### src/rtl/bus_arbiter_n_if.sv
// Shared-bus arbiter bundle: master request/data lines in, one-hot ack and muxed bus out.
interface bus_arbiter_n_if #(
   parameter int NUM_MASTERS = 8,
   parameter int GRANT_W     = 3,
   parameter int CWIDTH      = 4,
   parameter int DWIDTH      = 32
);
   logic [NUM_MASTERS-1:0]        req;
   logic [NUM_MASTERS-1:0]        ack;
   logic [NUM_MASTERS*CWIDTH-1:0] ctrl_in;
   logic [NUM_MASTERS*DWIDTH-1:0] data_in;
   logic [CWIDTH-1:0]             bus_ctrl;
   logic [DWIDTH-1:0]             bus_data;
   logic                          bus_busy;
   logic [GRANT_W-1:0]            grant_id;
   logic                          timeout;

   modport master (output req, ctrl_in, data_in,
                   input  ack, bus_ctrl, bus_data, bus_busy, grant_id, timeout);
   modport slave  (input  req, ctrl_in, data_in,
                   output ack, bus_ctrl, bus_data, bus_busy, grant_id, timeout);
endinterface

### src/rtl/bus_arbiter_n.sv
// N-master shared-bus arbiter, fixed-priority or round-robin, with a mandatory TURN gap.
// Optional hold-time watchdog enabled by defining BUS_ARB_WATCHDOG_EN.
module bus_arbiter_n #(
   parameter int NUM_MASTERS = 8,
   parameter int GRANT_W     = 3,
   parameter int CWIDTH      = 4,
   parameter int DWIDTH      = 32,
   parameter int ARB_MODE    = 0,
   parameter int HOLD_MAX    = 64
) (
   input  logic            i_clk,
   input  logic            i_reset,
   bus_arbiter_n_if.slave  bus
);
   typedef enum logic [1:0] {IDLE, GRANT, TURN} state_t;

   localparam logic [NUM_MASTERS-1:0] ONE = NUM_MASTERS'(1);

   if (NUM_MASTERS < 2 || NUM_MASTERS > 16 || (2**GRANT_W) < NUM_MASTERS ||
       ARB_MODE < 0 || ARB_MODE > 1 || HOLD_MAX < 2) begin : g_param_err
      $error("bus_arbiter_n: illegal parameter set");
   end

   state_t                 r_state;
   logic [NUM_MASTERS-1:0] r_ack;
   logic                   r_busy;
   logic [GRANT_W-1:0]     r_gid;

   logic [NUM_MASTERS-1:0] w_elig;
   logic [GRANT_W-1:0]     w_win;
   logic                   w_any;
   int                     w_start;
   int                     w_idx;

`ifdef BUS_ARB_WATCHDOG_EN
   localparam int CNT_W = $clog2(HOLD_MAX + 1);
   logic [CNT_W-1:0]       r_cnt;
   logic [NUM_MASTERS-1:0] r_mask;
   logic                   r_timeout;

   assign w_elig      = bus.req & ~r_mask;
   assign bus.timeout = r_timeout;
`else
   assign w_elig      = bus.req;
   assign bus.timeout = 1'b0;
`endif

   // Round robin searches upward from the master after the last grantee, wrapping.
   always_comb begin
      w_any   = |w_elig;
      w_win   = '0;
      w_start = (int'(r_gid) >= NUM_MASTERS - 1) ? 0 : int'(r_gid) + 1;
      w_idx   = 0;
      if (ARB_MODE == 0) begin
         for (int i = 0; i < NUM_MASTERS; i++)
            if (w_elig[i]) w_win = GRANT_W'(i);
      end else begin
         for (int k = NUM_MASTERS - 1; k >= 0; k--) begin
            w_idx = w_start + k;
            if (w_idx >= NUM_MASTERS) w_idx = w_idx - NUM_MASTERS;
            if (w_elig[w_idx]) w_win = GRANT_W'(w_idx);
         end
      end
   end

   always_ff @(posedge i_clk) begin
      if (!i_reset) begin
         r_state   <= IDLE;
         r_ack     <= '0;
         r_busy    <= 1'b0;
         r_gid     <= GRANT_W'(NUM_MASTERS - 1);
`ifdef BUS_ARB_WATCHDOG_EN
         r_cnt     <= '0;
         r_mask    <= '0;
         r_timeout <= 1'b0;
`endif
      end else begin
`ifdef BUS_ARB_WATCHDOG_EN
         r_timeout <= 1'b0;
`endif
         case (r_state)
            IDLE: begin
`ifdef BUS_ARB_WATCHDOG_EN
               r_mask <= '0;
               r_cnt  <= '0;
`endif
               if (w_any) begin
                  r_ack   <= ONE << w_win;
                  r_gid   <= w_win;
                  r_busy  <= 1'b1;
                  r_state <= GRANT;
               end
            end
            GRANT: begin
               if (!bus.req[r_gid]) begin
                  r_ack   <= '0;
                  r_busy  <= 1'b0;
                  r_state <= TURN;
               end
`ifdef BUS_ARB_WATCHDOG_EN
               // Overlong hold: revoke and keep this master out of the next arbitration.
               else if (r_cnt == CNT_W'(HOLD_MAX - 1)) begin
                  r_ack     <= '0;
                  r_busy    <= 1'b0;
                  r_timeout <= 1'b1;
                  r_mask    <= ONE << r_gid;
                  r_state   <= TURN;
               end else begin
                  r_cnt <= r_cnt + 1'b1;
               end
`endif
            end
            TURN:    r_state <= IDLE;
            default: r_state <= IDLE;
         endcase
      end
   end

   assign bus.ack      = r_ack;
   assign bus.bus_busy = r_busy;
   assign bus.grant_id = r_gid;
   assign bus.bus_ctrl = r_busy ? bus.ctrl_in[r_gid*CWIDTH +: CWIDTH] : '0;
   assign bus.bus_data = r_busy ? bus.data_in[r_gid*DWIDTH +: DWIDTH] : '0;
endmodule

### src/flat_wrapper.sv
// flat-port wrapper written by rule: the top's interface ports become plain ports
module bus_arbiter_n_flat 
#(
   parameter int NUM_MASTERS = 8,
   parameter int GRANT_W     = 3,
   parameter int CWIDTH      = 4,
   parameter int DWIDTH      = 32,
   parameter int ARB_MODE    = 0,
   parameter int HOLD_MAX    = 64
)
  (i_clk, i_reset, bus_req, bus_ctrl_in, bus_data_in, bus_ack, bus_bus_ctrl, bus_bus_data, bus_bus_busy, bus_grant_id, bus_timeout);
  bus_arbiter_n_if #(.NUM_MASTERS(NUM_MASTERS), .GRANT_W(GRANT_W), .CWIDTH(CWIDTH), .DWIDTH(DWIDTH)) bus_i ();
  input  logic i_clk;
  input  logic i_reset;
  input wire logic [$bits(bus_i.req)-1:0] bus_req;
  input wire logic [$bits(bus_i.ctrl_in)-1:0] bus_ctrl_in;
  input wire logic [$bits(bus_i.data_in)-1:0] bus_data_in;
  output wire logic [$bits(bus_i.ack)-1:0] bus_ack;
  output wire logic [$bits(bus_i.bus_ctrl)-1:0] bus_bus_ctrl;
  output wire logic [$bits(bus_i.bus_data)-1:0] bus_bus_data;
  output wire logic [$bits(bus_i.bus_busy)-1:0] bus_bus_busy;
  output wire logic [$bits(bus_i.grant_id)-1:0] bus_grant_id;
  output wire logic [$bits(bus_i.timeout)-1:0] bus_timeout;
  assign bus_i.req = bus_req;
  assign bus_i.ctrl_in = bus_ctrl_in;
  assign bus_i.data_in = bus_data_in;
  assign bus_ack = bus_i.ack;
  assign bus_bus_ctrl = bus_i.bus_ctrl;
  assign bus_bus_data = bus_i.bus_data;
  assign bus_bus_busy = bus_i.bus_busy;
  assign bus_grant_id = bus_i.grant_id;
  assign bus_timeout = bus_i.timeout;
  bus_arbiter_n #(.NUM_MASTERS(NUM_MASTERS), .GRANT_W(GRANT_W), .CWIDTH(CWIDTH), .DWIDTH(DWIDTH), .ARB_MODE(ARB_MODE), .HOLD_MAX(HOLD_MAX)) u_core (.i_clk(i_clk), .i_reset(i_reset), .bus(bus_i));
endmodule
### config.mk
export PLATFORM = sky130hd
export DESIGN_NAME = bus_arbiter_n_flat
export DESIGN_NICKNAME = d
export VERILOG_FILES = /design/src/rtl/bus_arbiter_n_if.sv /design/src/rtl/bus_arbiter_n.sv /design/src/flat_wrapper.sv
export SDC_FILE = /design/constraint.sdc
export NUM_CORES = 1
export LEC_CHECK = 0
export CAP_MARGIN = 0
export CORE_AREA = 2 2 135 137
export CTS_CLUSTER_DIAMETER = 30
export DETAILED_ROUTE_END_ITERATION = 6
export DIE_AREA = 0 0 137 139
export GPL_TIMING_DRIVEN = 0
export PLACE_DENSITY_LB_ADDON = 0.08
export SYNTH_ARGS = -nofsm -noshare
export SYNTH_HDL_FRONTEND = slang
export SYNTH_SLANG_ARGS = --single-unit
### constraint.sdc
create_clock -name i_clk -period 2.05 [get_ports i_clk]
set_clock_uncertainty 0.1 [all_clocks]
set_input_delay 0.41 -clock i_clk [delete_from_list [all_inputs] [get_ports i_clk]]
set_output_delay 0.41 -clock i_clk [all_outputs]
set_load 0.005 [all_outputs]
==> summary.md <==
| Metric | Value |
|---|---|
| Initial antenna violation count | 3 |
| First-pass GRT wire length | about 29000 µm |
| Clock transition at the registers of the reported paths | 50 ps |
| WL final | 20200 µm |
| Family with the most delay on the worst path | buffers and inverters |
| Post-synthesis sequential area ratio | 0.09326 |
| Max Freq | roughly 420 MHz |
| CTS tree | done |
| Final hold vios | 0 |
| Core area | 17660 µm² |
| LEAKAGE | approximately 2.8 nW |
| Chip width | 137 µm |
| Total track usage | 0.2015 |
| Critical Path Fanout Max | 7 |
| Pwr dens | 448.9 nW/µm² |
| Final slew viol count | 0 |
| IO Port Bufs | 345 |
| Global route overflow | 0 |
| Initial DRC Count | 141 |
| Die ar. | 19040 µm² |
| Worst skew pair latency | 250 ps |
| Number of distinct library cells after synthesis | 40 |
| Final Util | 0.4080 |
| Pin count of the biggest net entering global routing | 11 |
| Register area | 282.8 µm² |
| Synth-to-layout area growth | 139.7% |
| Fillcell total | ~1800 |
| Pwr Total | ~3.2 mW |
| Die Y-Extent | 139 µm |
| RSZ-0062 raised after global routing | yes |
| Cell area after layout | 7204 µm² |
| Synth Register Bits | 14 |
| Fin crit period | 2392 ps |
| Syn Nets | 594 |
| Cells after DPL | 870 |
| CP Buf/Inv Count | 5 |
| Via count | 4155 |
| Clk root buf | clkbuf_16 |
| Synthesized instance count | approximately 300 |
| Syn_area_per_cell | between 10 and 15 µm² |
| Final period util | 1.167 |
| Outcome | complete, but fails checks |
| Worst hold margin | 360.2 ps |
| CP startpoint kind | flop |
| Maximum vdd ir drop | 267.8 µV |
| R2R Setup Slk | 80 ps |
| Yosys Warn Count | 0 |
| RePlAce Congestion | between 0.8 and 0.9 |
| HP Class | flop to flop |
| I/O pins | 347 |
| H-Tree Level Count | 1 |
| Worst setup path class | flop to output pin |
| Final setup fails | 36 |
| Num CTS Buffers | 3 |
| Most frequent cells in the layout | clkdlybuf4s50_1 (306), mux4_2 (73), nand2_1 (70), buf_2 (40), a21oi_1 (24) |
| CTS max path bufs | 2 |
| Slowest stage delay, CP | roughly 480 ps |
| Failing checks | setup timing |
| Commonest non-fill, non-tap cell in the layout | clkdlybuf4s50_1 |
| Via/cell ratio | between 4 and 5 |
| # Max-Cap Violations | 0 |
| Slew @ Worst Pin | 724.0 ps |
| Mapped Area | ~3000 µm² |
| Fin cells | around 900 |
| DR WL/cell | 22.54 µm |
| Critical Path Sink Type | output pin |
| Vias in the first global route | 4442 |
| # clock sinks | 14 |
| Critical Path, Cell by Cell | buf_6, buf_12, buf_12, buf_6, mux4_2, nand2_1, a21oi_1, buf_2 |
| Slew margin rel. | 0.5174 |
| Initial Util | 0.1702 |
| Nets | around 960 |
| Ratio of cells with drive above 1 in the final layout | 0.3083 |
| Worst Path Required | 1540 ps |
| DR pass1 iterations | 6 |
| Final setup margin | -342.2 ps |
| Remaining DRCs | 0 |
| # rows | 49 |
| CP max stage cell | mux4_2 |
| Post-detail-place hpwl | 16460 µm |
| Multi-input gate area | 2630 µm² |
| CP arrival | 1880 ps |
| Routed Antenna Nets | 0 |
| Placed Instance Area | about 6700 µm² |
## cell families after synthesis
family | count (synthesis) | synth area share
simple gates | 106 | 0.1503
other cells | 1 | 0.001248
flops | 14 | 0.09326
buf+inv | 37 | 0.06952
compound gates | 64 | 0.1353
mux | 74 | 0.5504
## routing by layer
| layer | GRT usage | part of all wire | wire (µm) |
|---|---|---|---|
| met1 | 0.2365 | 0.38 | 7633 |
| met4 | 0.04015 | 0.012 | 246 |
| met5 | 0 | 0.00064 | 13 |
| met2 | 0.3708 | 0.53 | 10700 |
| met3 | 0.04496 | 0.079 | 1600 |
## power by group
group | internal, mW | total, mW | switching [mW] | leakage, nW
combinational | 1.52 | 2.48 | 0.957 | 2.64
sequential | 0.298 | 0.322 | 0.0241 | 0.114
clock | 0.297 | 0.429 | 0.132 | 0.0442
## repair_timing
| action | in CTS | in global routing |
|---|---|---|
| setup endpoints to repair | 36 | 40 |
| pin swaps | 14 | 11 |
| gates resized for setup | 199 | 37 |
| hold buffers | 0 | 0 |
| cloned | 5 | 2 |
| setup buffers | 16 | 0 |
## worst reg2reg max path: cells and delay by family (launching register included)
family | cells | cell delay, ps
flops | 1 | 330
simple gates | 1 | 170
mux | 1 | 480
buf+inv | 3 | 360
compound gates | 2 | 390
## flip-flops by register name, indices dropped and copies added (netlist names)
| register | cells |
|---|---|
| u_core.bus.ack | 8 |
| u_core.bus.bus_busy | 1 |
| u_core.bus.grant_id | 3 |
| u_core.r_state | 2 |
## per-stage QoR
stage          setup TNS, ps  worst slack (ps)
2_1_floorplan              0             120.3
3_3_place_gp          -26830            -813.2
3_5_place_dp          -27050            -810.9
4_1_cts               -11240            -371.1
5_1_grt               -12470            -421.7
6_report               -9950            -342.2
## path summary, 6_finish.rpt
path                                                     startpoint  cells past startpoint                        endpoint
worst min-delay path                 u_core.bus.ack[4]$_SDFFE_PN0P_                      2  u_core.bus.ack[4]$_SDFFE_PN0P_
worst max-delay path            u_core.bus.grant_id[0]$_SDFFE_PN1P_                      8                 bus_bus_data[1]
worst max register to register  u_core.bus.grant_id[0]$_SDFFE_PN1P_                      7  u_core.bus.ack[0]$_SDFFE_PN0P_
worst min register to register       u_core.bus.ack[4]$_SDFFE_PN0P_                      2  u_core.bus.ack[4]$_SDFFE_PN0P_
## cells in the mapped netlist, drive strengths merged
master   number  share of area
o22ai         3         0.0062
a22oi         1         0.0025
o2bb2ai       3         0.0087
a211o         1         0.0029
nand2        89           0.11
buf          22          0.051
dfxtp        14          0.093
nor4          2         0.0042
inv           7         0.0087
o31ai         1         0.0025
o31a          2         0.0058
nand2b        2         0.0067
nand4         1         0.0042
clkbuf        8          0.010
nor2          5         0.0062
mux2i         1         0.0033
a21oi        40          0.067
o21ai         5         0.0096
a221oi        1         0.0029
o211ai        2         0.0050
and3          2         0.0042
mux4         73           0.55
or4           2         0.0062
a41oi         1         0.0092
nand3b        1         0.0025
and2          1         0.0021
conb          1         0.0012
and4          1         0.0029
o21bai        1         0.0025
o2111ai       1         0.0050
a31o          1         0.0029
a32oi         1         0.0029
## area by class of cell
class | count | share of cell area
Timing Repair Buffer | 365 | 0.4967
Multi-Input combinational cell | 245 | 0.3651
Buffer | 30 | 0.04255
Tap cell | 229 | 0.03977
Sequential cell | 14 | 0.03925
Clock buffer | 4 | 0.01233
Inverter | 7 | 0.003647
Antenna cell | 2 | 0.0006947
(Power assumes the default switching activity.)
